**src/rtl/divider2.sv**
```systemverilog
// divider2: sequential restoring divider, one quotient bit per clock.
// It uses the same start/ready handshake as the shift-add multiplier.
//
// Parameters:
//   WIDTH_N     dividend/quotient width (>= 2)
//   WIDTH_D     divisor/remainder width (1..WIDTH_N)
// Ports:
//   clk         clock, rising edge
//   rst_n       asynchronous active-low reset
//   start       load operands and begin a division (wins over a running step)
//   dividend    numerator, sampled only when start=1
//   divisor     denominator, sampled only when start=1
//   quotient    registered quotient (intermediate while busy)
//   remainder   registered remainder (intermediate while busy)
//   ready       high when idle/finished, low while dividing
//   done        one-cycle pulse when a division completes
//   div_by_zero last accepted divisor was zero; held until next start
module divider2 #(
    parameter int unsigned WIDTH_N = 16,
    parameter int unsigned WIDTH_D = 8
) (
    input  logic               clk,
    input  logic               rst_n,
    input  logic               start,
    input  logic [WIDTH_N-1:0] dividend,
    input  logic [WIDTH_D-1:0] divisor,
    output logic [WIDTH_N-1:0] quotient,
    output logic [WIDTH_D-1:0] remainder,
    output logic               ready,
    output logic               done,
    output logic               div_by_zero
);

    localparam int unsigned CNT_W = $clog2(WIDTH_N) + 1;
    localparam int unsigned S_W   = WIDTH_D + 1;
    localparam int unsigned T_W   = WIDTH_D + 2;

    localparam logic [CNT_W-1:0] CNT_DONE = CNT_W'(WIDTH_N);

    logic [WIDTH_N-1:0] q;
    logic [WIDTH_D-1:0] r;
    logic [WIDTH_D-1:0] dreg;
    logic [CNT_W-1:0]   cnt;

    logic               busy_c;
    logic [S_W-1:0]     s_c;
    logic [T_W-1:0]     t_c;
    logic               fits_c;
    logic [WIDTH_N-1:0] q_step_c;
    logic [WIDTH_D-1:0] r_step_c;
    logic [CNT_W-1:0]   cnt_inc_c;
    logic               last_c;

    // One restoring step: shift in the next dividend bit and try to subtract.
    always_comb begin
        busy_c    = (cnt < CNT_DONE);
        s_c       = {r, q[WIDTH_N-1]};
        t_c       = {1'b0, s_c} - {2'b00, dreg};
        fits_c    = ~t_c[T_W-1];
        q_step_c  = {q[WIDTH_N-2:0], fits_c};
        // With a zero divisor t equals s, so the truncated s is kept.
        r_step_c  = fits_c ? WIDTH_D'(t_c) : WIDTH_D'(s_c);
        cnt_inc_c = cnt + CNT_W'(1);
        last_c    = (cnt_inc_c == CNT_DONE);
    end

    // Datapath, step counter and registered handshake outputs.
    always_ff @(posedge clk or negedge rst_n) begin
        if (!rst_n) begin
            q           <= '0;
            r           <= '0;
            dreg        <= '0;
            cnt         <= CNT_DONE;
            ready       <= 1'b1;
            done        <= 1'b0;
            div_by_zero <= 1'b0;
        end else if (start) begin
            q           <= dividend;
            r           <= '0;
            dreg        <= divisor;
            cnt         <= '0;
            ready       <= 1'b0;
            done        <= 1'b0;
            div_by_zero <= (divisor == '0);
        end else if (busy_c) begin
            q     <= q_step_c;
            r     <= r_step_c;
            cnt   <= cnt_inc_c;
            ready <= last_c;
            done  <= last_c;
        end else begin
            done <= 1'b0;
        end
    end

    assign quotient  = q;
    assign remainder = r;

endmodule

```
**config.mk**
```make
export PLATFORM = sky130hd
export DESIGN_NAME = divider2
export DESIGN_NICKNAME = d
export VERILOG_FILES = /design/src/rtl/divider2.sv
export SDC_FILE = /design/constraint.sdc
export NUM_CORES = 1
export LEC_CHECK = 0
export BUFFER_PORTS_ARGS = -buffer_cell sky130_fd_sc_hd__buf_2
export CAP_MARGIN = 20
export CELL_PAD_IN_SITES_DETAIL_PLACEMENT = 1
export CELL_PAD_IN_SITES_GLOBAL_PLACEMENT = 2
export CORE_MARGIN = 1.5
export CORE_UTILIZATION = 29
export DETAILED_ROUTE_END_ITERATION = 12
export PLACE_DENSITY = 0.85
export SYNTH_ARGS = -nofsm -noshare
export SYNTH_HDL_FRONTEND = slang
export SYNTH_SLANG_ARGS = --single-unit
```
**constraint.sdc**
```tcl
create_clock -name clk -period 2.1 [get_ports clk]
set_input_delay 0.21 -clock clk [delete_from_list [all_inputs] [get_ports clk]]
set_output_delay 0.21 -clock clk [all_outputs]
set_load 0.1 [all_outputs]
```
* After elaboration in Yosys (flattened, before gate mapping)
Cells that the tools add are included.
Word-level totals: bits in registers 40, output and inout port bits 27, logic and storage cells 25
Operators by class: add/subtract/negate cells 2, $lt $le $gt $ge 1, eq/ne operators 1, mux-type cells 11, bitwise gates (word level) 1, reductions and logical operators 2
Operators by type and width (count):
- $mux 16 | 2
- $mux 8 | 3
- $mux 5 | 2
- $sub 9x8->10 | 1
- $logic_not 8->1 | 1
- $add 5x1->5 const B | 1
- $eq 5x5->1 const B | 1
- $lt 5x5->1 const B | 1
- $mux 1 | 4
- $reduce_bool 2->1 | 1
- $not 1->1 | 1

* Logic depth before layout (Yosys ltp)
depth in word-level cells 4, depth in mapped cells 8, mapped depth without buffers 8

* Worst setup path after synthesis
No wires, ideal clock.
path kind register to register, from register q[15] (netlist: quotient[15]), to register r[6] (netlist: remainder[6]), setup time 0.140 ns, data arrival time 2.639 ns, slack -0.678 ns, cell stages (with the launch flop) 9, path buffers 0, path through dfrtp_1 -> inv_1 -> ha_1 -> fa_1 -> nor2b_1 -> o31ai_1 -> mux2_2 -> a2111oi_0 -> o211ai_1
Between the ends: longest elaborated chain between the ends 4
Ends and longest elaborated chain:
- start: declaration | line 40 | logic [WIDTH_N-1:0] q;
- start signal: assignment | line 78 | q <= dividend;
- start signal: assignment | line 86 | q <= q_step_c;
- $sub 9x8->10 | line 58 | t_c = {1'b0, s_c} - {2'b00, dreg};
- $mux 8 | line 62 | r_step_c = fits_c ? WIDTH_D'(t_c) : WIDTH_D'(s_c);
- $mux 8 | line 85 | end else if (busy_c) begin
- $mux 8 | line 77 | end else if (start) begin
- end signal: assignment | line 87 | r <= r_step_c;
- end: declaration | line 41 | logic [WIDTH_D-1:0] r;
Every way passes these cells. The select of a mux whose other input is x is not followed. A chain may end at the register's enable or synchronous reset.

* Worst setup path in the final report
from register r[5] (netlist: remainder[5]), to register r[5] (netlist: remainder[5])
Between the ends: longest elaborated chain between the ends 4
Ends and longest elaborated chain (line):
- $sub 9x8->10 | 58
- $mux 8 | 62
- $mux 8 | 85
- $mux 8 | 77
Every way passes these cells. The select of a mux whose other input is x is not followed.

==> results.yml <==
timing:
  transition_at_the_pin_with_the_smallest_max_transition_slack_ns: 0.601
  rsz0062_at_grt: "true"
  setup_viol: 0
  timing.final.hold_violations: 0
  clock.fmax_mhz: 478
  worst_clock_skew_ns: 0.00491
  layout_worst_path_cycle_share_pct: 99.7
  worst_slack_ns: 0.00735
  final_period_minus_worst_setup_slack_ns: 2.09
  max_slew_margin_vs_limit_pct: 59.5
  slew_viol_final: 0
finish:
  count_of_antenna_diodes_in_the_layout: 0
  post_route_cells_drive_above_1_share_pct: 39.2
  most_frequent_cells_in_the_layout: "53 x buf_2, 29 x nand2_1, 29 x dfrtp_1"
  mostFrequentLayoutCell: "buf_2"
  flow.area_growth_from_synthesis_pct: 33.4
  layout.nets: 325
cts:
  root_buffer: "clkbuf_8"
  cts_tree: "yes"
  ctsLongestPathBuffers: 2
  insertion_delay_ns: 0.28
  cts.sink_count: 40
  clkSlewWorstSetupHoldPaths_ns: 0.08
  clock_buffers_created_by_tritoncts: 5
  htreeDepth: 2
placement:
  gp_congestion: 0.788
  place.port_buffers: 53
  post-place-ws_ns: -0.0942
  hpwlAfterDp_um: 4160
global_route:
  grt_remaining_overflow: 0
  largest_net_degree_at_the_start_of_global_routing: 41
  grt_use_total_pct: 15.2
  grt_antenna_before_repair: 0
  first_global_vias: 2017
  grt_first_pass_wirelength_um: 10100
synth:
  postSynth.asyncResetShare_pct: 100
  netlist_instances: 224
  synthesis.nets: 262
  synth_enable_flop_cells: 0
  postSynthRegisterBits: 40
  ys.warnings.count: 0
  netlist.top_cell.by_area: "dfrtp_1"
  synth_cell_types: 44
  synth.top_cells.by_area: "dfrtp_1 43%, mux2i_1 7.7%, o21ai_0 6.1%"
  proportion_of_netlist_area_held_by_the_largest_area_contributor_pct: 43.2
  seq_area_frac_synth_pct: 45.6
  synth.cell_area_um2: 2200
  ys_dominant_reg_cell: "dfrtp_1"
  syn_avg_cell_area_um2: 9.83
min_path:
  hold_path_class: "input pin to flop"
  worstHoldPathCells: 3
power:
  p_per_area_nw_per_um2: 1080
  cellLeakagePower_uw: 0.00131
  vdd.ir_drop.worst_uv: 458
  finalPower_uw: 3180
setup_path:
  worst_setup_path_startpoint: "remainder[5]"
  r2r.worst_path.cells: 6
  timing.critical_path.to: "remainder[5]"
  cp.arrival_ns: 2.29
  crit-reg2reg-capture: "remainder[5]"
  regToRegStartpoint: "remainder[5]"
  cp_cell_sequence: "ha_4 -> a21o_1 -> a221oi_4 -> nand2_4 -> or4b_4 -> o211ai_1"
  timing.critical_path.from_type: "flop"
  cp_num_cells: 6
  largest_fanout_of_any_net_on_the_critical_path: 8
  worstPathRequired_ns: 2.30
  cp.buffers_inverters: 0
  timing_worst_setup_path_type: "flop to flop"
  critPathTopFamily: "compound AO/OA/AOI/OAI gates"
  cpMaxStageDelayCell: "dfrtp_4"
  reg2reg_setup_slack_ns: 0.007
  maximum_single_stage_delay_on_the_critical_path_ns: 0.50
  cp-end-kind: "flop"
floorplan:
  pin_count: 54
  die_area_um2: 8120
  start_util_pct: 30.2
  row_count: 31
  die_h_um: 90.1
  chipWidth_um: 90.1
  design.core.area_um2: 7290
detailed_routing:
  post-route-drc-count: 0
  ant_nets: 0
  via_per_inst: 4.88
  routed-via-count: 1887
  routed_wl_um: 5770
  detail_route.wl_per_cell_um: 14.9
  dr.pass1.iters: 5
  detail_route.iter0.violations: 51
flow_run:
  max-cap-violations: 0
run_status:
  status: "completed"
[sequential cells by signal, summed over array words and instances, names as in the netlist]
signal and cells:
ready 1, dreg 8, remainder 8, cnt 5, quotient 16, done 1
div_by_zero 1
[metal layers]
metal / part of all wire [%] / global-route usage (%) / vias to the layer above
met3: 4.0 / 2.96 / 4
met4: 0.83 / 5.16 / 0
li1: - / - / 915
met1: 45 / 20.3 / 932
met5: 0 / 0 / -
met2: 50 / 24.6 / 36
[worst reg2reg max path: cells and delay by family (launching register included)]
| kind | cells | cell delay, ns |
|---|---|---|
| simple gates | 2 | 0.61 |
| flops | 1 | 0.50 |
| compound gates | 3 | 0.64 |
| fa+ha+maj | 1 | 0.25 |
[cells in the mapped netlist, types with 3 or more instances]
cell type	number
ha_1	10
nor3_1	3
nor2_1	15
nand3_1	6
xor2_1	4
mux2i_1	17
inv_1	12
dfrtp_1	38
o21ai_0	27
o211ai_1	3
clkbuf_1	10
nand2_1	29
a21o_1	3
nand4_1	3
[cell families after synthesis]
kind of cell / synth area share (%)
compound gates: 14.3
xor+xnor: 2.39
fa+ha+maj: 6.59
buf+inv: 4.49
flops: 45.6
mux: 8.75
simple gates: 17.9
[how the worst min path moves through the flow]
stage                       from            to  slack [ns]
CTS                 dividend[13]  quotient[13]        0.12
finish              dividend[12]  quotient[12]        0.13
floorplan                  rst_n        cnt[0]       -0.09
global route        dividend[13]  quotient[13]        0.11
detailed placement         rst_n  quotient[12]        0.31
global placement           rst_n  quotient[12]        0.31
[power breakdown]
part	switching, uW	leakage, uW	internal, uW	total [uW]
registers	97.3	0.000487	885	982
logic	1050	0.000766	524	1580
clock network	267	0.0000552	353	620
[metrics by stage]
step | TNS [ns] | instances | hold slack [ns] | cell area, um^2 | util, %
2_1_floorplan | -0.133 | 224 | -0.0856 | 2330 | -
3_3_place_gp | 0 | 374 | 0.308 | 2740 | 37.6
3_5_place_dp | -0.131 | 374 | 0.312 | 2740 | 37.6
4_1_cts | 0 | 387 | 0.122 | 2900 | 39.8
5_1_grt | -0.224 | 387 | 0.111 | 2940 | 40.3
6_report | 0 | 387 | 0.129 | 2940 | 40.3
[cell type report]
type / count / area, um^2
Timing Repair Buffer: 68 / 380
Multi-Input combinational cell: 160 / 1250
Fill cell: 877 / 4360
Tap cell: 99 / 124
Clock inverter: 2 / 35.0
Inverter: 12 / 45.0
Sequential cell: 40 / 1030
Clock buffer: 6 / 72.6
[what timing repair did]
action                                 CTS  global route
endpoints found under the hold margin    9             0
cloned                                   0             0
pin swaps                                3             6
hold buffers                             1             0
resized for setup                        2             7
setup buffers                            4             0
setup endpoints to repair                4             6
(Power assumes the default switching activity.)
